<file path="src/rtl/crc8_rx_arq_ctrl.sv">
// crc8_rx_arq_ctrl: stop-and-wait receive controller for CRC-8 frames.
// Frames are checked one byte per cycle, MSB byte first. The CRC uses poly 0x07,
// init 0x00, no reflection and no final XOR, and a good frame leaves a zero residue.
// Good payloads are handed on over valid/ready. Bad frames raise nak, with bounded
// retries and a timeout that reissues nak.
// Optional feature: define CRC_RX_STATS_EN to add saturating stat_good, stat_bad
// and stat_drop counters.
module crc8_rx_arq_ctrl #(
  parameter int BW        = 40,
  parameter int CRC_BW    = 8,
  parameter int MAX_RETRY = 3,
  parameter int TIMEOUT   = 64
) (
  input  logic                 clk,
  input  logic                 rstn,
  input  logic [BW+CRC_BW-1:0] in,
  input  logic                 in_valid,
  output logic                 in_ready,
  output logic [BW-1:0]        out,
  output logic                 out_valid,
  input  logic                 out_ready,
  output logic                 ack,
  output logic                 nak,
  output logic                 drop
`ifdef CRC_RX_STATS_EN
  ,
  output logic [15:0]          stat_good,
  output logic [15:0]          stat_bad,
  output logic [15:0]          stat_drop
`endif
);

  localparam int FW = BW + CRC_BW;
  localparam int NB = FW / 8;
  localparam int IW = (NB > 1) ? $clog2(NB) : 1;
  localparam int RW = (MAX_RETRY > 0) ? $clog2(MAX_RETRY + 1) : 1;
  localparam int TW = (TIMEOUT > 1) ? $clog2(TIMEOUT) : 1;

  typedef enum logic [2:0] {
    S_IDLE,
    S_CHECK,
    S_DELIVER,
    S_NAK,
    S_WAIT
  } state_t;

  state_t         state;
  state_t         state_next;
  logic [BW-1:0]  payload;
  logic [FW-1:0]  shreg;
  logic [7:0]     crc;
  logic [7:0]     crc_next;
  logic [IW-1:0]  idx;
  logic [RW-1:0]  retry;
  logic [TW-1:0]  tmo;
  logic           accept;
  logic           last_byte;
  logic           retry_exhausted;

  // One CRC-8 (poly 0x07) step over a whole byte, MSB first
  function automatic logic [7:0] crc8_byte(input logic [7:0] c, input logic [7:0] d);
    logic [7:0] r;
    r = c ^ d;
    for (int i = 0; i < 8; i++) begin
      r = r[7] ? ({r[6:0], 1'b0} ^ 8'h07) : {r[6:0], 1'b0};
    end
    return r;
  endfunction

  assign accept          = in_valid && in_ready;
  assign crc_next        = crc8_byte(crc, shreg[FW-1 -: 8]);
  assign last_byte       = (idx == IW'(NB - 1));
  assign retry_exhausted = (retry == RW'(MAX_RETRY));
  assign out             = payload;

  // State register
  always_ff @(posedge clk) begin
    if (!rstn) state <= S_IDLE;
    else       state <= state_next;
  end

  // Next-state logic; a handshake in WAIT takes priority over the timeout
  always_comb begin
    state_next = state;
    case (state)
      S_IDLE:    if (in_valid) state_next = S_CHECK;
      S_CHECK:   if (last_byte) state_next = (crc_next == 8'h00) ? S_DELIVER : S_NAK;
      S_DELIVER: if (out_ready) state_next = S_IDLE;
      S_NAK:     state_next = retry_exhausted ? S_IDLE : S_WAIT;
      S_WAIT: begin
        if (in_valid)                     state_next = S_CHECK;
        else if (tmo == TW'(TIMEOUT - 1)) state_next = S_NAK;
      end
      default:   state_next = S_IDLE;
    endcase
  end

  // Moore/Mealy outputs decoded from the current state
  always_comb begin
    in_ready  = 1'b0;
    out_valid = 1'b0;
    ack       = 1'b0;
    nak       = 1'b0;
    drop      = 1'b0;
    case (state)
      S_IDLE:    in_ready = 1'b1;
      S_WAIT:    in_ready = 1'b1;
      S_DELIVER: begin
        out_valid = 1'b1;
        ack       = out_ready;
      end
      S_NAK: begin
        nak  = !retry_exhausted;
        drop = retry_exhausted;
      end
      default: ;
    endcase
  end

  // Frame capture and byte-serial CRC; the shift register presents the next byte at its top
  always_ff @(posedge clk) begin
    if (!rstn) begin
      payload <= '0;
      shreg   <= '0;
      crc     <= '0;
      idx     <= '0;
    end else if (accept) begin
      payload <= in[FW-1:CRC_BW];
      shreg   <= in;
      crc     <= '0;
      idx     <= '0;
    end else if (state == S_CHECK) begin
      crc     <= crc_next;
      shreg   <= shreg << 8;
      idx     <= idx + IW'(1);
    end
  end

  // Retry count survives WAIT, cleared on delivery or when the frame is dropped
  always_ff @(posedge clk) begin
    if (!rstn) begin
      retry <= '0;
    end else if (state == S_NAK) begin
      retry <= retry_exhausted ? '0 : retry + RW'(1);
    end else if (ack) begin
      retry <= '0;
    end
  end

  // Timeout counter runs only while waiting for a retransmission
  always_ff @(posedge clk) begin
    if (!rstn)                tmo <= '0;
    else if (state == S_WAIT) tmo <= tmo + TW'(1);
    else                      tmo <= '0;
  end

`ifdef CRC_RX_STATS_EN
  // Saturating event counters, cleared only by reset
  always_ff @(posedge clk) begin
    if (!rstn) begin
      stat_good <= '0;
      stat_bad  <= '0;
      stat_drop <= '0;
    end else begin
      if (ack && stat_good != 16'hFFFF) stat_good <= stat_good + 16'd1;
      if (state == S_CHECK && state_next == S_NAK && stat_bad != 16'hFFFF)
        stat_bad <= stat_bad + 16'd1;
      if (drop && stat_drop != 16'hFFFF) stat_drop <= stat_drop + 16'd1;
    end
  end
`endif

endmodule

</file>
<file path="config.mk">
export PLATFORM = sky130hd
export DESIGN_NAME = crc8_rx_arq_ctrl
export DESIGN_NICKNAME = d
export VERILOG_FILES = /design/src/rtl/crc8_rx_arq_ctrl.sv
export SDC_FILE = /design/constraint.sdc
export NUM_CORES = 1
export LEC_CHECK = 0
export CAP_MARGIN = 20
export CORE_MARGIN = 2
export CORE_UTILIZATION = 53
export CTS_BUF_LIST = sky130_fd_sc_hd__clkbuf_4 sky130_fd_sc_hd__clkbuf_8
export DETAILED_ROUTE_END_ITERATION = 6
export GPL_TIMING_DRIVEN = 0
export PLACE_DENSITY_LB_ADDON = 0.3
export SLEW_MARGIN = 20
export SYNTH_ARGS = -nofsm -noshare
export SYNTH_HDL_FRONTEND = slang
export SYNTH_SLANG_ARGS = --single-unit
export TNS_END_PERCENT = 30
</file>
<file path="constraint.sdc">
create_clock -name clk -period 2.5 [get_ports clk]
set_clock_uncertainty 0.2 [all_clocks]
set_input_delay 0.375 -clock clk [delete_from_list [all_inputs] [get_ports clk]]
set_output_delay 0.375 -clock clk [all_outputs]
set_load 0.02 [all_outputs]
</file>
* Word level (Yosys, flattened, before mapping) *
Index checks and enable logic that the tools add are counted.

cells by class
  bitwise operators = 10
  equality and inequality tests = 11
  reduce and logical (&&, ||, !) cells = 10
  multiplexer cells = 26
  $add $sub $neg = 3

operators by type and width
  operator                                        count
  two-way mux 48 bit                              2
  two-way mux 3 bit                               14
  NOT 3 bit                                       8
  case mux 3 bit (5 select lines)                 1
  zero test 8 bit                                 1
  bitwise XOR 8 bit                               1
  adder 6 x 1 -> 6 bit (second input constant)    1
  == test 3 x 2 -> 1 bit (second input constant)  2
  == test 3 bit (second input constant)           2
  == test 6 bit (second input constant)           1
  two-way mux 1 bit                               6
  two-way mux 2 bit                               3
  inequality test 2 bit (second input constant)   3
  AND reduction 4 bit                             1
  nonzero test 2 bit                              2
  OR reduction 2 bit                              2
  adder 3 x 1 -> 3 bit (second input constant)    1
  == test 3 x 1 -> 1 bit (second input constant)  1
  zero test 3 bit                                 1
  inequality test 3 bit (second input constant)   1
  adder 2 x 1 -> 2 bit (second input constant)    1
  == test 2 bit (second input constant)           1
  AND reduction 2 bit                             1
  logical AND 1 bit                               1
  2 further kinds                                 2

storage, ports and cells
  output and inout bits = 45
  flip-flop bits (word level) = 110
  bits of input ports = 52

* Logic depth before layout (Yosys ltp) *
Gate-level depths: netlist (run 1).

  depth in word-level cells = 21
  mapped depth = 7
  gate-level depth less buffers = 6

* Worst setup path after synthesis (run 1) *
Ideal clock, no wire load.

  kind = register to register
  start = register state[1]
  end = register shreg[26]
  cell stages (with the launch flop) = 8
  path slack = 0.735 ns
  setup time = 0.115 ns
  arrival = 1.450 ns
  path buffers = 3
  clock period less this slack = 1.765 ns
  cell sequence = dfxtp_1 > buf_6 > or3b_1 > buf_2 > buf_2 > mux2i_1 > o21ai_0 > and2_1

on the way
  cells in the longest elaborated chain, start to end = 5
  elaborated cells between the ends (all ways) = 8
  those cells by class = 2 x eq/ne; 2 x mux; 4 x reduce/logical

RTL lines
  what                                                      RTL line  source
  start, declared                                           47        state_t state;
  start signal, assigned                                    79        else state <= state_next;
  == test 3 bit or zero test 3 bit (tied branches)          105       case (state)
  OR reduction 2 bit (no source line)                       n/a
  two-way mux 1 bit                                         105
  logical AND 1 bit                                         70        assign accept = in_valid && in_ready;
  two-way mux 48 bit or nonzero test 2 bit (tied branches)  n/a
  end signal, assigned                                      129       shreg <= in;
  end signal, assigned                                      134       shreg <= shreg << 8;
  end, declared                                             50        logic [FW-1:0] shreg;

Several ways; a longest one is shown, not always the timed one.
A chain may end at the register's enable or synchronous reset.

* Final worst setup path (run 1) *
  start = register state[1]
  end = output drop

on the way
  cells in the longest elaborated chain, start to end = 2

RTL lines
  what                    RTL line  source
  == test 3 x 2 -> 1 bit  105
  two-way mux 1 bit       105
  end, declared           24        output logic drop

No other way between the ends.

==> results.py, run 1 <==
metrics = {
    "layout": {
        "syn2layout_area_growth_pct": 26.78,
        "multi_input_area_mm2": 0.002431,
        "fillers": 723,
        "final_common_cell": "dfxtp_1",
        "diodes": 0,
        "final_layout_size_suffix_gt1_share_pct": 6.109,
        "final_cell_mix": "dfxtp_1, clkdlybuf4s50_1, nand2_1",
        "seqCellArea_mm2": 0.002202,
        "nets": 673,
        "instances_no_fill": 730,
    },
    "worst_setup_path": {
        "path_max_fanout": 10,
        "r2r_slack_ns": 0.33,
        "cp.arrival_ns": 1.82,
        "crit_path_start_kind": "flip-flop",
        "criticalPathCategory": "flip-flop to output pin",
        "cp-end-kind": "output pin",
        "required_ns": 1.92,
    },
    "power_and_ir_drop": {
        "peakVddDrop_uv": 316.4,
        "p_leak_uw": 0.002457,
        "p_per_area_mw_per_mm2": 594.6,
    },
    "clock_tree": {
        "path_clk_slew_ns": 0.10,
        "clk_latency_ns": 0.37,
        "cts_buffers": 9,
        "cts_setup_buffers": 0,
        "cts_hold_repair.buffers": 0,
        "cts_buffer_depth": 2,
        "clockRootBuffer": "clkbuf_8",
        "cts_tree": "yes",
        "h-tree-depth": 3,
        "cts_sinks": 110,
    },
    "placement": {
        "place_hpwl_um": 8520,
        "portBuffers": 96,
        "numPlacedInstances": 714,
        "place_congestion": 0.7926,
        "preCtsSetupSlack_ns": -0.1368,
    },
    "floorplanning": {
        "die-area_mm2": 0.009831,
        "placementRows": 34,
        "die_h_um": 99.15,
        "io_pins": 97,
        "initial_core_util_pct": 54.75,
        "dieWidth_um": 99.15,
        "core_area_mm2": 0.008763,
    },
    "logic_synthesis": {
        "avgSynthCellArea_um2": 9.409,
        "synthCells": 510,
        "syn_area_mm2": 0.004798,
        "ys_seq_area_share_pct": 45.89,
        "synth_top_area_share_pct": 45.89,
        "synth_ff_type": "dfxtp_1",
        "synth_top_area_cell": "dfxtp_1",
        "yosysWarnings": 0,
        "netlist_top_cells_area": "dfxtp_1, mux2i_1, a21boi_0",
        "ys_ff_latch": 110,
        "async_flop_share_pct": 0,
        "synth_edf_count": 0,
        "synth_nets": 566,
        "yosys.cell_types.count": 39,
    },
    "drt": {
        "via_count": 3933,
        "drt-pass1-iter-count": 5,
        "viasPerCell": 5.388,
        "wire_per_inst_um": 15.60,
        "dr_wl_met3_um": 561,
        "drt-total-wl_um": 11390,
        "dr_wl_met2_um": 5645,
        "drt_iter0_drc": 152,
        "drcViolationCount": 0,
        "top_layer": "met4",
        "postRouteAntennaNets": 0,
        "met1_length_um": 4978,
    },
    "timing": {
        "hold_violations": 0,
        "fin_crit_ns": 2.393,
        "fin_crit_sh_pct": 95.71,
        "finalWorstSetupSlack_ns": 0.1072,
        "report.final.setup_viol": 0,
        "worstMarginPinSlew_ns": 0.6178,
        "rsz0062_at_grt": "no",
        "max_slew_margin_pct": 58.66,
        "fmax_ghz": 0.4179,
        "finalMaxSlewViolations": 0,
    },
    "grt": {
        "grt_max_degree": 19,
        "grt_util_all_layers_pct": 23.40,
        "antenna_found_initial": 0,
        "overflow": 0,
        "grt_pass1_vias": 3882,
        "grt_first_pass_wirelength_um": 18310,
    },
    "min_path": {
        "hp-class": "flip-flop to flip-flop",
    },
    "run": {
        "timing.max_cap.violations": 0,
    },
    "outcome": {
        "status": "finished, final reports clean",
    },
}
==> final timing paths <==
kind / to / cells past startpoint / startpoint
max: drop / 4 / state[1]
min: out[20] / 2 / out[20]
max reg2reg: shreg[9] / 7 / state[1]
min reg2reg: out[20] / 2 / out[20]
==> power by group <==
| group | leakage [uW] | switching, uW | internal [uW] |
|---|---|---|---|
| clock network | 0.0000925 | 610 | 398 |
| registers | 0.000900 | 70.1 | 1850 |
| logic | 0.00146 | 323 | 365 |
==> metal layers <==
layer | global-route usage [%] | vias up
met3 | 3.514 | 15
li1 | - | 1946
met1 | 28.81 | 1863
met4 | 10.12 | 0
met5 | 0 | -
met2 | 40.80 | 109
==> stage by stage <==
stage | util, % | cell area, um^2 | TNS (ns) | power, uW | hold slack [ns]
after floorplan | - | 4798 | 0 | 2379 | 0.2258
after global placement | 67.26 | 5894 | -1.412 | 2619 | 0.2378
after detailed placement | 67.26 | 5894 | -2.559 | 2645 | 0.2457
after CTS | 69.39 | 6081 | 0 | 3626 | 0.2704
after global routing | 69.42 | 6083 | 0 | 3769 | 0.2968
final | 69.42 | 6083 | 0 | 3617 | 0.2665
==> Yosys cell counts (all sizes together) (2+ instances only) <==
cell type	n
dfxtp	110
nand2	83
o21ai	49
a21boi	43
and2	42
mux2i	40
clkbuf	21
nor2	17
buf	13
xnor2	10
a21oi	9
nor2b	9
a22oi	8
nand3	6
or3	6
xnor3	6
xor2	6
and3	5
ha	4
inv	3
nand2b	3
xor3	3
a211oi	2
nor3b	2
or3b	2
==> critical path, cell delays in order (launching register included) <==
cell             delay [ns]
dfxtp_1                0.34
buf_6                  0.13
nor2b_2                0.21
and3_1                 0.17
clkdlybuf4s50_1        0.60
==> state kept, by name, indices dropped and copies added, names as in the netlist <==
| name | flops |
|---|---|
| state | 3 |
| shreg | 48 |
| tmo | 6 |
| retry | 2 |
| crc | 8 |
| out | 40 |
| idx | 3 |
==> final cells by class <==
cell class                      instances  area share, %
Timing Repair Buffer                   96          15.84
Clock buffer                           11          2.283
Buffer                                 34          2.571
Sequential cell                       110          36.20
Tap cell                              108          2.221
Inverter                                3         0.1851
Clock inverter                          5         0.7404
Multi-Input combinational cell        363          39.96
==> logic make-up (layout without fill, tap and decap cells) <==
group	after synthesis	count (layout)	synth area share, %
buffers and inverters	37	149	3.494
AOI/OAI and AO/OA	116	116	15.36
xor gates and xnor gates	25	25	7.692
adders and majority gates	4	4	1.043
muxes	40	40	8.344
and+or+nand+nor	178	178	18.17
DFF	110	110	45.89
==> repair_timing <==
action | CTS | global route
cloned | 0 | 0
endpoints found under the setup margin | 1 | 1
resized for setup | 1 | 1
(Power assumes the default switching activity.)
==> inputs of run 2 (changes only) <==
Settings changed: CTS_CLUSTER_DIAMETER from default to 80, CTS_CLUSTER_SIZE from default to 40.
==> results of run 2 <==
No change in the layout: final DEF, timing and power equal those of run 1.
==> inputs of run 3 (changes only) <==
Settings changed: CORE_ASPECT_RATIO from default to 1.2.
Clock period 2.5 ns to 2.51 ns, I/O delays scaled along.
==> run 3 against run 2 <==
Compared with the run above: final area up 0.68%; global-route usage shrank 0.38 points; worst hold slack improved by 0.0023 ns; utilization fell by 0.90 points; sequential cell count stayed put; clock power grew 12%; first-iteration DRC count is 9.2% higher; die area barely moved.
==> results.py, run 3 (synthesis gave the netlist of run 1 again) <==
metrics = {
    "grt": {
        "overflow": 0,
        "grt_first_pass_wirelength_um": 18230,
        "grt_max_degree": 19,
        "grt_pass1_vias": 3890,
        "grt_util_all_layers_pct": 23.02,
        "antenna_found_initial": 0,
    },
    "worst_setup_path": {
        "path_delay_family": "buffers and inverters",
        "critPathSlowestCell": "clkdlybuf4s50_1",
        "cp.arrival_ns": 1.85,
        "cp_cell_sequence": "buf_6 -> nor2b_2 -> nand3b_1 -> inv_1 -> clkdlybuf4s50_1",
        "required_ns": 1.93,
        "worst-path-buf-inv": 3,
        "crit_path_start_kind": "flip-flop",
        "max_stage_delay_ns": 0.59,
        "criticalPathCategory": "flip-flop to output pin",
        "path_max_fanout": 10,
        "r2r_slack_ns": 0.35,
        "cp-end-kind": "output pin",
    },
    "placement": {
        "portBuffers": 96,
        "place_hpwl_um": 8477,
        "place_congestion": 0.7887,
    },
    "floorplanning": {
        "dieWidth_um": 90.86,
        "core_area_mm2": 0.008939,
        "placementRows": 38,
        "die_h_um": 108.2,
        "io_pins": 97,
        "initial_core_util_pct": 53.68,
        "die-area_mm2": 0.009834,
    },
    "clock_tree": {
        "clk_latency_ns": 0.37,
        "cts_setup_buffers": 0,
        "cts_buffer_depth": 2,
        "cts_sinks": 110,
        "clockRootBuffer": "clkbuf_8",
        "path_clk_slew_ns": 0.11,
        "cts_buffers": 9,
        "h-tree-depth": 3,
        "cts_tree": "yes",
    },
    "min_path": {
        "hp-class": "flip-flop to flip-flop",
    },
    "timing": {
        "hold_violations": 0,
        "fin_crit_sh_pct": 96.86,
        "holdWs_ns": 0.2688,
        "report.final.setup_viol": 0,
        "max_slew_margin_pct": 59.33,
        "rsz0062_at_grt": "no",
        "fmax_ghz": 0.4113,
        "finalMaxSlewViolations": 0,
        "worstMarginPinSlew_ns": 0.6079,
        "fin_crit_ns": 2.431,
    },
    "layout": {
        "syn2layout_area_growth_pct": 27.64,
        "seqCellArea_mm2": 0.002202,
        "nets": 673,
        "fillers": 755,
        "regMostFlops": "shreg",
        "final_util_pct": 68.52,
        "diodes": 0,
        "final_layout_size_suffix_gt1_share_pct": 6.109,
        "final_cell_mix": "dfxtp_1, clkdlybuf4s50_1, nand2_1",
        "final_common_cell": "dfxtp_1",
        "multi_input_area_mm2": 0.002431,
        "largest_reg_flops": 48,
    },
    "drt": {
        "drcViolationCount": 0,
        "wire_per_inst_um": 15.22,
        "via_count": 3955,
        "viasPerCell": 5.330,
        "drt_iter0_drc": 166,
        "drt-total-wl_um": 11290,
        "postRouteAntennaNets": 0,
        "drt-pass1-iter-count": 4,
    },
    "power_and_ir_drop": {
        "peakVddDrop_uv": 286.5,
        "p_leak_uw": 0.002455,
        "p_per_area_mw_per_mm2": 609.3,
    },
    "outcome": {
        "status": "finished, final reports clean",
    },
    "run": {
        "timing.max_cap.violations": 0,
    },
}
[run 3: changes by cell type in the layout (fill, tap and decap cells not counted), sizes merged]
cell | previous run | this run
bufinv | 0 | 1
clkdlybuf4s50 | 95 | 96
clkinvlp | 1 | 0
dlymetal6s2s | 1 | 0
[run 3: per-layer routing]
layer	GRT usage (%)	up-vias	part of all wire, %
met2	43.18	75	53
met5	0	-	0
li1	-	1940	-
met3	3.275	13	3.2
met4	7.251	0	1.4
met1	27.23	1927	42
[run 3: what timing repair did]
item                                    CTS  global route
hold buffers                              0             0
resized for setup                         0             1
endpoints found under the setup margin    0             2
[run 3: final cells by class]
| cell class | count | share of cell area [%] |
|---|---|---|
| multi-input combinational | 363 | 39.69 |
| sequential | 110 | 35.96 |
| timing repair buffer | 96 | 15.69 |
| buffer | 34 | 2.554 |
| tap | 120 | 2.451 |
| clock buffer | 11 | 2.370 |
| clock inverter | 5 | 1.103 |
| inverter | 3 | 0.1839 |
[run 3: through the flow]
stage	total power [uW]	setup WS [ns]	TNS, ns	instance area (um^2)	cells
2_1_floorplan	2369	0.7451	0	4798	510
3_3_place_gp	2610	-0.1286	-1.794	5909	726
3_5_place_dp	2635	-0.1403	-2.643	5909	726
4_1_cts	3736	0.004936	0	6122	742
5_1_grt	3871	0.006614	0	6125	742
6_report	3732	0.07871	0	6125	742
[run 3: final timing paths]
check / startpoint / cells after the start / end
setup reg to reg: state[1] / 7 / shreg[39]
hold / removal: out[3] / 2 / out[3]
setup / recovery: state[1] / 5 / nak
hold reg to reg: out[3] / 2 / out[3]
[run 3: power by group]
group	internal (uW)	switching [uW]	total, uW
logic	364	320	684
clock network	513	620	1130
registers	1840	70.9	1910
total	2720	1010	3730
[run 3: worst min-delay path: cells and delay by family, from the launching register on]
| family | cells | cell delay (ns) |
|---|---|---|
| flip-flops | 1 | 0.32 |
| AO/OA/AOI/OAI | 1 | 0.06 |
| AND/OR/NAND/NOR | 1 | 0.04 |
